==> src/rtl/mips_mc_pkg.sv <==
// Shared definitions for the multicycle MIPS controller.
//   state_t  : 4-bit FSM state encodings (also exported on the debug port)
//   OP_*     : instr[31:26] opcodes recognised by the decoder
//   FN_*     : instr[5:0] R-type funct codes that are supported
//   ALU_*    : 4-bit ALU operation codes, zero-extended to ALUCTRL_W by users
package mips_mc_pkg;

  typedef enum logic [3:0] {
    S_RESET  = 4'd0,
    S_FETCH  = 4'd1,
    S_DECODE = 4'd2,
    S_MEMADR = 4'd3,
    S_MEMRD  = 4'd4,
    S_MEMWB  = 4'd5,
    S_MEMWR  = 4'd6,
    S_EXEC   = 4'd7,
    S_ALUWB  = 4'd8,
    S_BRANCH = 4'd9,
    S_ADDIEX = 4'd10,
    S_ADDIWB = 4'd11,
    S_JUMP   = 4'd12
  } state_t;

  localparam logic [5:0] OP_RTYPE = 6'b000000;
  localparam logic [5:0] OP_LW    = 6'b100011;
  localparam logic [5:0] OP_SW    = 6'b101011;
  localparam logic [5:0] OP_BEQ   = 6'b000100;
  localparam logic [5:0] OP_BNE   = 6'b000101;
  localparam logic [5:0] OP_ADDI  = 6'b001000;
  localparam logic [5:0] OP_J     = 6'b000010;

  localparam logic [5:0] FN_ADD = 6'b100000;
  localparam logic [5:0] FN_SUB = 6'b100010;
  localparam logic [5:0] FN_AND = 6'b100100;
  localparam logic [5:0] FN_OR  = 6'b100101;
  localparam logic [5:0] FN_SLT = 6'b101010;

  localparam logic [3:0] ALU_ADD = 4'b0010;
  localparam logic [3:0] ALU_SUB = 4'b0110;
  localparam logic [3:0] ALU_AND = 4'b0000;
  localparam logic [3:0] ALU_OR  = 4'b0001;
  localparam logic [3:0] ALU_SLT = 4'b0111;

  // Loads and stores share the address-calculation path.
  function automatic logic is_mem_op(input logic [5:0] op);
    return (op == OP_LW) || (op == OP_SW);
  endfunction

endpackage

==> src/rtl/mips_mc_aludec.sv <==
// R-type ALU decoder.
//   funct       in  6          instr[5:0]
//   alucontrol  out ALUCTRL_W  ALU operation, zero-extended 4-bit code
//   funct_valid out 1          funct is one of add/sub/and/or/slt
module mips_mc_aludec
  import mips_mc_pkg::*;
#(
  parameter int ALUCTRL_W = 4
) (
  input  logic [5:0]           funct,
  output logic [ALUCTRL_W-1:0] alucontrol,
  output logic                 funct_valid
);

  logic [3:0] code;

  always_comb begin
    code        = ALU_ADD;
    funct_valid = 1'b1;
    case (funct)
      FN_ADD:  code = ALU_ADD;
      FN_SUB:  code = ALU_SUB;
      FN_AND:  code = ALU_AND;
      FN_OR:   code = ALU_OR;
      FN_SLT:  code = ALU_SLT;
      default: funct_valid = 1'b0;
    endcase
  end

  assign alucontrol = ALUCTRL_W'(code);

endmodule

==> src/rtl/mips_mc_controller.sv <==
// Moore control FSM for the multicycle MIPS core with one unified memory.
//   clk, reset(async, active-low)
//   op, funct      : instruction fields from the IR (stable after FETCH)
//   zero           : ALU zero flag, used only for the branch decision
//   mem_ready      : memory completes current access (ignored if MEM_HANDSHAKE=0)
//   iord..pcen     : datapath / memory controls, decoded from state
//   illegal        : single-cycle pulse in DECODE for an unsupported op/funct
//   state          : current state encoding for trace
module mips_mc_controller
  import mips_mc_pkg::*;
#(
  parameter int ALUCTRL_W     = 4,
  parameter bit ENABLE_BNE    = 1'b1,
  parameter bit MEM_HANDSHAKE = 1'b1
) (
  input  logic                 clk,
  input  logic                 reset,
  input  logic [5:0]           op,
  input  logic [5:0]           funct,
  input  logic                 zero,
  input  logic                 mem_ready,
  output logic                 iord,
  output logic                 memread,
  output logic                 memwrite,
  output logic                 irwrite,
  output logic                 regdst,
  output logic                 memtoreg,
  output logic                 regwrite,
  output logic                 alusrca,
  output logic [1:0]           alusrcb,
  output logic [ALUCTRL_W-1:0] alucontrol,
  output logic [1:0]           pcsrc,
  output logic                 pcen,
  output logic                 illegal,
  output logic [3:0]           state
);

  localparam logic [ALUCTRL_W-1:0] ALUC_ADD = ALUCTRL_W'(ALU_ADD);
  localparam logic [ALUCTRL_W-1:0] ALUC_SUB = ALUCTRL_W'(ALU_SUB);

  state_t                 state_q, state_d;
  logic [ALUCTRL_W-1:0]   fn_alu;
  logic                   fn_valid;
  logic                   rdy;

  mips_mc_aludec #(.ALUCTRL_W(ALUCTRL_W)) u_aludec (
    .funct       (funct),
    .alucontrol  (fn_alu),
    .funct_valid (fn_valid)
  );

  // Without a handshake every memory access completes in one cycle.
  assign rdy = !MEM_HANDSHAKE || mem_ready;

  // Async reset drops the state to RESET immediately, so every enable
  // (decoded from state) falls in the same cycle reset asserts.
  always_ff @(posedge clk or negedge reset) begin
    if (!reset) state_q <= S_RESET;
    else        state_q <= state_d;
  end

  assign state = state_q;

  always_comb begin
    state_d    = state_q;
    iord       = 1'b0;
    memread    = 1'b0;
    memwrite   = 1'b0;
    irwrite    = 1'b0;
    regdst     = 1'b0;
    memtoreg   = 1'b0;
    regwrite   = 1'b0;
    alusrca    = 1'b0;
    alusrcb    = 2'b00;
    alucontrol = '0;
    pcsrc      = 2'b00;
    pcen       = 1'b0;
    illegal    = 1'b0;
    case (state_q)
      S_RESET: state_d = S_FETCH;
      S_FETCH: begin
        // PC+4 computed every cycle; the IR/PC only latch on the ready cycle.
        memread    = 1'b1;
        alusrcb    = 2'b01;
        alucontrol = ALUC_ADD;
        if (rdy) begin
          irwrite = 1'b1;
          pcen    = 1'b1;
          state_d = S_DECODE;
        end
      end
      S_DECODE: begin
        // Branch target precomputed into ALUOut regardless of opcode.
        alusrcb    = 2'b11;
        alucontrol = ALUC_ADD;
        case (op)
          OP_RTYPE: begin
            if (fn_valid) state_d = S_EXEC;
            else          illegal = 1'b1;
          end
          OP_LW, OP_SW: state_d = S_MEMADR;
          OP_BEQ:       state_d = S_BRANCH;
          OP_BNE: begin
            if (ENABLE_BNE) state_d = S_BRANCH;
            else            illegal = 1'b1;
          end
          OP_ADDI:      state_d = S_ADDIEX;
          OP_J:         state_d = S_JUMP;
          default:      illegal = 1'b1;
        endcase
        if (illegal) state_d = S_FETCH;
      end
      S_MEMADR: begin
        alusrca    = 1'b1;
        alusrcb    = 2'b10;
        alucontrol = ALUC_ADD;
        if (is_mem_op(op) && op == OP_SW) state_d = S_MEMWR;
        else                              state_d = S_MEMRD;
      end
      S_MEMRD: begin
        iord    = 1'b1;
        memread = 1'b1;
        if (rdy) state_d = S_MEMWB;
      end
      S_MEMWB: begin
        regwrite = 1'b1;
        memtoreg = 1'b1;
        state_d  = S_FETCH;
      end
      S_MEMWR: begin
        // Held as a single request until accepted, never re-issued.
        iord     = 1'b1;
        memwrite = 1'b1;
        if (rdy) state_d = S_FETCH;
      end
      S_EXEC: begin
        alusrca    = 1'b1;
        alucontrol = fn_alu;
        state_d    = S_ALUWB;
      end
      S_ALUWB: begin
        regwrite = 1'b1;
        regdst   = 1'b1;
        state_d  = S_FETCH;
      end
      S_BRANCH: begin
        alusrca    = 1'b1;
        alucontrol = ALUC_SUB;
        pcsrc      = 2'b01;
        pcen       = (ENABLE_BNE && op == OP_BNE) ? !zero : zero;
        state_d    = S_FETCH;
      end
      S_ADDIEX: begin
        alusrca    = 1'b1;
        alusrcb    = 2'b10;
        alucontrol = ALUC_ADD;
        state_d    = S_ADDIWB;
      end
      S_ADDIWB: begin
        regwrite = 1'b1;
        state_d  = S_FETCH;
      end
      S_JUMP: begin
        pcsrc   = 2'b10;
        pcen    = 1'b1;
        state_d = S_FETCH;
      end
      default: state_d = S_FETCH;
    endcase
  end

endmodule

==> config.mk <==
export PLATFORM = sky130hd
export DESIGN_NAME = mips_mc_controller
export DESIGN_NICKNAME = d
export VERILOG_FILES = /design/src/rtl/mips_mc_pkg.sv /design/src/rtl/mips_mc_aludec.sv /design/src/rtl/mips_mc_controller.sv
export SDC_FILE = /design/constraint.sdc
export NUM_CORES = 1
export LEC_CHECK = 0
export BUFFER_PORTS_ARGS = -buffer_cell sky130_fd_sc_hd__clkbuf_2
export CELL_PAD_IN_SITES_DETAIL_PLACEMENT = 1
export CELL_PAD_IN_SITES_GLOBAL_PLACEMENT = 1
export CORE_ASPECT_RATIO = 1.75
export CORE_MARGIN = 1.5
export CORE_UTILIZATION = 29
export DETAILED_ROUTE_END_ITERATION = 8
export PLACE_DENSITY_LB_ADDON = 0.1
export SYNTH_ARGS = -nofsm -noshare
export SYNTH_HDL_FRONTEND = slang
export SYNTH_SLANG_ARGS = --single-unit
==> constraint.sdc <==
create_clock -name clk -period 1.9 [get_ports clk]
set_clock_uncertainty 0.15 [all_clocks]
set_input_delay 0.38 -clock clk [delete_from_list [all_inputs] [get_ports clk]]
set_output_delay 0.38 -clock clk [all_outputs]
set_load 0.02 [all_outputs]
==> impl_metrics.tcl, run 1 <==
set metrics [dict create \
    clock_sinks 4 \
    ys_seq_elements 4 \
    cp.arrival_ps 1510 \
    end_kind "output pin" \
    p_comb_share_pct 79.6 \
    synth_edf_count 0 \
    fin_ws_ps -143 \
    async_flop_share_pct 100 \
    yosysMostFrequentCell "nor2_1" \
    cts_buffer_depth 2 \
    die_height_um 68.8 \
    critPathMaxFanout 3 \
    largest_reg_flops 4 \
    grt_pass1_vias 1052 \
    post-route-util_pct 68.9 \
    yosys_warnings 0 \
    clkLatencyLatePin_ps 230 \
    synth_area_leader_cell "dfrtp_1" \
    start_kind "flip-flop" \
    period_share_pct 108 \
    power.share.switching_pct 47.0 \
    synth_cell_type_count 42 \
    setup_viol 10 \
    area_growth_pct 121 \
    violations "setup timing" \
    track_usage_pct 25.0 \
    slowest_stage "or4b_4" \
    cts_buffers 3 \
    drtIter0Drc 15 \
    grt.overflow.total 0 \
    drt-total-wl_mm 4.10 \
    yosys-top-cells-count "nor2_1, a21oi_1, nand2_1, nand2b_1, nor3_1" \
    cts-root-buf "clkbuf_8" \
    finalMaxSlewViolations 0 \
    p_sw_uw 821 \
    synth_cells 102 \
    gp_congestion 0.801 \
    place_inst 182 \
    synth_ff_type "dfrtp_1" \
    pre_cts_slack_ps -184 \
    fmax_mhz 490 \
    antennaDiodeCount 0 \
    boundaryPins 38 \
    synth.area.top_cells "dfrtp_1, nor2_1, nand2b_1" \
    clockPowerShare_pct 11.1 \
    num-nets-final 189 \
    p_leak_uw 0.000721 \
    pwr-share-seq_pct 9.3 \
    slowest_delay_ps 590 \
    hold_viol 0 \
    clk_pin_slew_ps 40 \
    die_x_um 40.6 \
    power.density_nw_per_um2 1100 \
    wire_per_inst_um 20.9 \
    synth-seq-area-share_pct 14.0 \
    route.vias.total 1132 \
    final_cell_count_no_fill 196 \
    hold_class "in2async" \
    rows 23 \
    grt_max_degree 21 \
    syn_nets 118 \
    maxCapViolCount 0 \
    firstDrtPassIters 4 \
    post-route-min-period_ps 2040 \
    synth_area_um2 717 \
    htreeDepth 1 \
    path_cells "or4b_4 > a21oi_2 > buf_6" \
    antenna_found_initial 0 \
    fillers 273 \
    cts_tree "done" \
    intPower_uw 924 \
    portBuffers 36 \
    drive_above_1_share_pct 69.6 \
    tns_ps -500 \
    outcome "finished with violations" \
    drc 0 \
    core-area_um2 2300 \
    dp_hpwl_mm 2.39 \
    grt_pass1_wl_mm 4.78 \
    timing.hold.ws_ps 372 \
    irDropWorstVdd_mv 0.768 \
    synth_top_area_share_pct 14.0 \
    rsz0062_at_grt "yes" \
    worstPathRequired_ps 1370 \
    critical_path_class "reg2out" \
    die_area_um2 2790 \
    initial_core_util_pct 31.1 \
    via_per_inst 5.78 \
    avgSynthCellArea_um2 7.03 \
    ant_nets 0 \
]
==> stage by stage <==
stage	power, uW	area [um^2]
after floorplan	757	757
after global placement	1070	1130
after detailed placement	1090	1130
after CTS	1470	1340
after global routing	1840	1590
final	1740	1590
==> kinds of logic after synthesis <==
group	count (synthesis)	share of synthesized area, %
mux	3	4.19
simple gates	47	37.9
other cells	1	0.523
xor+xnor	2	2.44
flops	4	14.0
buf+inv	14	9.42
compound gates	31	31.6
==> worst max-delay path, delay by kind of cell, from the launching register on <==
family                 cells  cell delay [ps]
buffers and inverters      1              130
DFF                        1              430
AOI/OAI and AO/OA          1              140
and+or+nand+nor            1              590
==> final cells by class <==
class                           instances  area, um^2  share of cell area, %
Sequential cell                         4         104                   6.55
Tap cell                               25        31.3                   1.97
Clock buffer                            3        41.3                   2.60
Timing Repair Buffer                   75         613                   38.6
Multi-Input combinational cell         84         776                   48.9
Inverter                                5        21.3                   1.34
==> what timing repair did <==
action / CTS / global route
endpoints found under the hold margin: 4 / 0
pin swaps: 5 / 21
setup buffers: 2 / 7
cloned: 0 / 1
hold buffers: 1 / 0
resized for setup: 34 / 60
endpoints found under the setup margin: 14 / 15
==> final timing paths <==
path / from / endpoint / slack (ps) / cells after the start
worst max-delay path: state[0] / illegal / -140 / 3
worst min-delay path: reset / state[1] / 370 / 2
worst max register to register: state[0] / state[1] / -40 / 4
worst min register to register: state[1] / state[3] / 620 / 3
max in group asynchronous: reset / state[3] / 1080 / 2
min in group clk: mem_ready / state[0] / 490 / 3
==> layout by cell type, fill, tap and decap left out, types with 3 or more instances in the layout <==
cell type  synthesis  routed
a21oi_1            6       5
buf_2              0       3
buf_4              1      34
buf_6              1      13
clkbuf_2           0      18
clkbuf_8           0       4
dfrtp_2            0       3
inv_1              5       4
nand2_1            6       5
nand2b_4           0       3
nor2_1            11       8
nor3_2             0       4
==> power by group through the flow <==
stage | clock network, uW | logic, uW | registers [uW]
floorplan | 0 | 580 | 177
global placement | 0 | 929 | 139
detailed placement | 0 | 947 | 141
CTS | 185 | 1120 | 157
global route | 200 | 1470 | 168
finish | 193 | 1390 | 163
==> per-layer routing <==
metal	GRT usage (%)	vias to the layer above	wire length, um
li1	-	521	-
met1	24.1	562	1400
met2	50.4	39	2480
met3	2.56	10	91
met4	6.67	0	123
met5	0	-	0
No activity file was read; power rests on OpenSTA's default activity.
==> run 2, diff against run 1 <==
Settings changed: PLACE_DENSITY from default to 0.87, PLACE_DENSITY_LB_ADDON 0.1 to default.
==> impl_metrics.tcl, run 2 <==
set metrics [dict create \
    avgSynthCellArea_um2 7.03 \
    crit_endpoint "illegal" \
    failed_stage "5_1_grt" \
    grt_max_degree 13 \
    place_inst 184 \
    synth_edf_count 0 \
    yosys_warnings 0 \
    die_x_um 40.6 \
    ys_seq_elements 4 \
    synth_cell_type_count 42 \
    clock_sinks 4 \
    rows 23 \
    synth.area.top_cells "dfrtp_1, nor2_1, nand2b_1" \
    tool.error "[ERROR DPL-0033] detailed placement checks failed during check placement." \
    async_flop_share_pct 100 \
    dp_hpwl_mm 2.58 \
    yosysMostFrequentCell "nor2_1" \
    die_height_um 68.8 \
    htreeDepth 1 \
    outcome "aborted with a tool error" \
    cts-root-buf "clkbuf_8" \
    synth_cells 102 \
    synth_area_leader_cell "dfrtp_1" \
    antenna_found_initial 0 \
    cts_buffers 3 \
    gp_congestion 0.804 \
    syn_nets 118 \
    synth_ff_type "dfrtp_1" \
    synth-seq-area-share_pct 14.0 \
    yosys-top-cells-count "nor2_1, a21oi_1, nand2_1, nand2b_1, nor3_1" \
    initial_core_util_pct 31.1 \
    worst-ep-kind "top-level output" \
    synth_top_area_share_pct 14.0 \
    placed_cell_area_um2 1140 \
    portBuffers 36 \
    cts_buffer_depth 2 \
    boundaryPins 38 \
    synth_area_um2 717 \
]
## run 2: cell counts after synthesis
No cell type changed its count.
## run 2: repair_timing
| item | CTS |
|---|---|
| pin swaps | 13 |
| resized for setup | 62 |
| endpoints found under the hold margin | 4 |
| hold buffers | 1 |
| setup endpoints to repair | 14 |
| buffers inserted | 16 |
## run 2: per-stage QoR
stage / hold WS [ps] / TNS [ps] / setup slack, ps
after global placement: 41.4 / -337 / -140
after CTS: 347 / -417 / -152
after floorplan: -65.6 / -102 / -57.1
after detailed placement: 47.0 / -698 / -254
## run 2: kinds of logic after synthesis
kind of cell	after synthesis	share of synthesized area [%]
simple gates	47	37.9
buf+inv	14	9.42
xor+xnor	2	2.44
mux	3	4.19
other cells	1	0.523
compound gates	31	31.6
flops	4	14.0
==> run 3, diff against run 2 <==
Settings changed: CELL_PAD_IN_SITES_DETAIL_PLACEMENT 1 to default, CELL_PAD_IN_SITES_GLOBAL_PLACEMENT 1 to default, CORE_AREA from default to 2 2 63 65, CORE_ASPECT_RATIO 1.75 to default, CORE_MARGIN 1.5 to default, CORE_UTILIZATION 29 to default, DIE_AREA from default to 0 0 65 67, PLACE_DENSITY 0.87 to default, PLACE_DENSITY_LB_ADDON from default to 0.15.
==> impl_metrics.tcl, run 3 (same netlist as run 1, synthesis figures left out) <==
set metrics [dict create \
    outcome "finished with violations" \
    violations "setup timing" \
    fin_ws_ps -99.1 \
    portBuffers 36 \
    final_cell_mix "buf_4, clkbuf_2, buf_6" \
    irDropWorstVdd_mv 0.303 \
    track_usage_pct 14.0 \
    drive_above_1_share_pct 66.5 \
    clkLatencyLatePin_ps 220 \
    drc 0 \
    post-route-util_pct 43.2 \
    grt_pass1_wl_mm 4.72 \
    setup_viol 4 \
    boundaryPins 38 \
    cts_buffer_depth 2 \
    cts_tree "done" \
    grt_pass1_vias 1056 \
    path_cells "buf_6 > or4b_4 > a31oi_4 > a21oi_2 > buf_4" \
    fillers 386 \
    gp_congestion 0.776 \
    period_share_pct 105 \
    post-route-min-period_ps 2000 \
    antennaDiodeCount 0 \
    finalMaxSlewViolations 0 \
    power.density_nw_per_um2 1030 \
    die_area_um2 4360 \
    pre_cts_slack_ps -182 \
    clock_sinks 4 \
    grt_max_degree 21 \
    firstDrtPassIters 4 \
    pwr-share-seq_pct 9.5 \
    clk_pin_slew_ps 40 \
    worstPathRequired_ps 1370 \
    rsz0062_at_grt "yes" \
    slowest_delay_ps 550 \
    die_x_um 65 \
    maxCapViolCount 0 \
    start_kind "input port" \
    cts_buffers 3 \
    fmax_mhz 500 \
    antenna_found_initial 0 \
    p_leak_uw 0.000708 \
    rows 22 \
    dp_hpwl_mm 2.19 \
    largest_reg_flops 4 \
    p_comb_share_pct 79.0 \
    final_common_cell "buf_4" \
    critical_path_class "in2out" \
    power.share.switching_pct 45.5 \
    via_per_inst 4.91 \
    clockPowerShare_pct 11.6 \
    ant_nets 0 \
    htreeDepth 1 \
    p_sw_uw 732 \
    area_growth_pct 117 \
    die_height_um 67 \
    grt.overflow.total 0 \
    num-nets-final 191 \
    core-area_um2 3610 \
    drt-total-wl_mm 2.98 \
    wire_per_inst_um 13.5 \
    critPathMaxFanout 3 \
    route.vias.total 1085 \
    drtIter0Drc 23 \
    hold_viol 0 \
    initial_core_util_pct 19.9 \
    end_kind "output pin" \
    slowest_stage "or4b_4" \
    intPower_uw 876 \
    cp.arrival_ps 1470 \
    cts-root-buf "clkbuf_8" \
    hold_class "in2async" \
]
==> run 3: stage by stage <==
step	hold WS [ps]	TNS (ps)	total power [uW]	std cells	instance area (um^2)
6_report	352	-210	1610	221	1560
5_1_grt	374	-609	1710	221	1560
4_1_cts	358	-369	1480	217	1400
3_5_place_dp	48.4	-534	1100	207	1170
3_3_place_gp	46.4	-470	1100	207	1170
2_1_floorplan	-65.6	-102	757	102	757
==> run 3: repair_timing <==
item                       4_1_cts  5_1_grt
hold buffers                     1        0
hold endpoints to repair         4        0
buffers inserted                 6        4
setup endpoints to repair       12       13
pin swaps                        3       14
gates resized for setup         30       56
==> run 3: final cells by class <==
| cell class | count | area, um^2 | area share (%) |
|---|---|---|---|
| Timing Repair Buffer | 77 | 616 | 39.5 |
| Clock buffer | 3 | 41.3 | 2.65 |
| Inverter | 5 | 18.8 | 1.20 |
| Sequential cell | 4 | 103 | 6.59 |
| Tap cell | 48 | 60.1 | 3.86 |
| Multi-Input combinational cell | 84 | 719 | 46.2 |
==> run 3: path summary, 6_finish.rpt <==
kind                       cells past startpoint  slack [ps]      from       end
max                                            5        -100     op[5]   illegal
min                                            2         350     reset  state[0]
max reg2reg                                    4         120  state[0]  state[2]
min reg2reg                                    2         500  state[3]  state[2]
max in group asynchronous                      2        1100     reset  state[3]
min in group clk                               5         440     op[5]  state[3]
==> run 3: layer usage <==
layer | vias to the layer above | GRT usage (%) | wire (um)
met5 | - | 0 | 0
li1 | 526 | - | -
met4 | 0 | 7.18 | 65
met2 | 43 | 25.6 | 1560
met3 | 6 | 2.03 | 142
met1 | 510 | 15.8 | 1200
==> run 3: critical path: cells and delay by family <==
family | cells | cell delay, ps
AOI/OAI and AO/OA | 2 | 280
buffers and inverters | 2 | 250
and+or+nand+nor | 1 | 550
==> run 3: power by group through the flow <==
stage	sequential (uW)	clock, uW	combinational, uW
after global routing	156	192	1360
final	152	186	1270
after floorplan	177	0	580
after detailed placement	142	0	958
after CTS	149	188	1140
after global placement	141	0	957
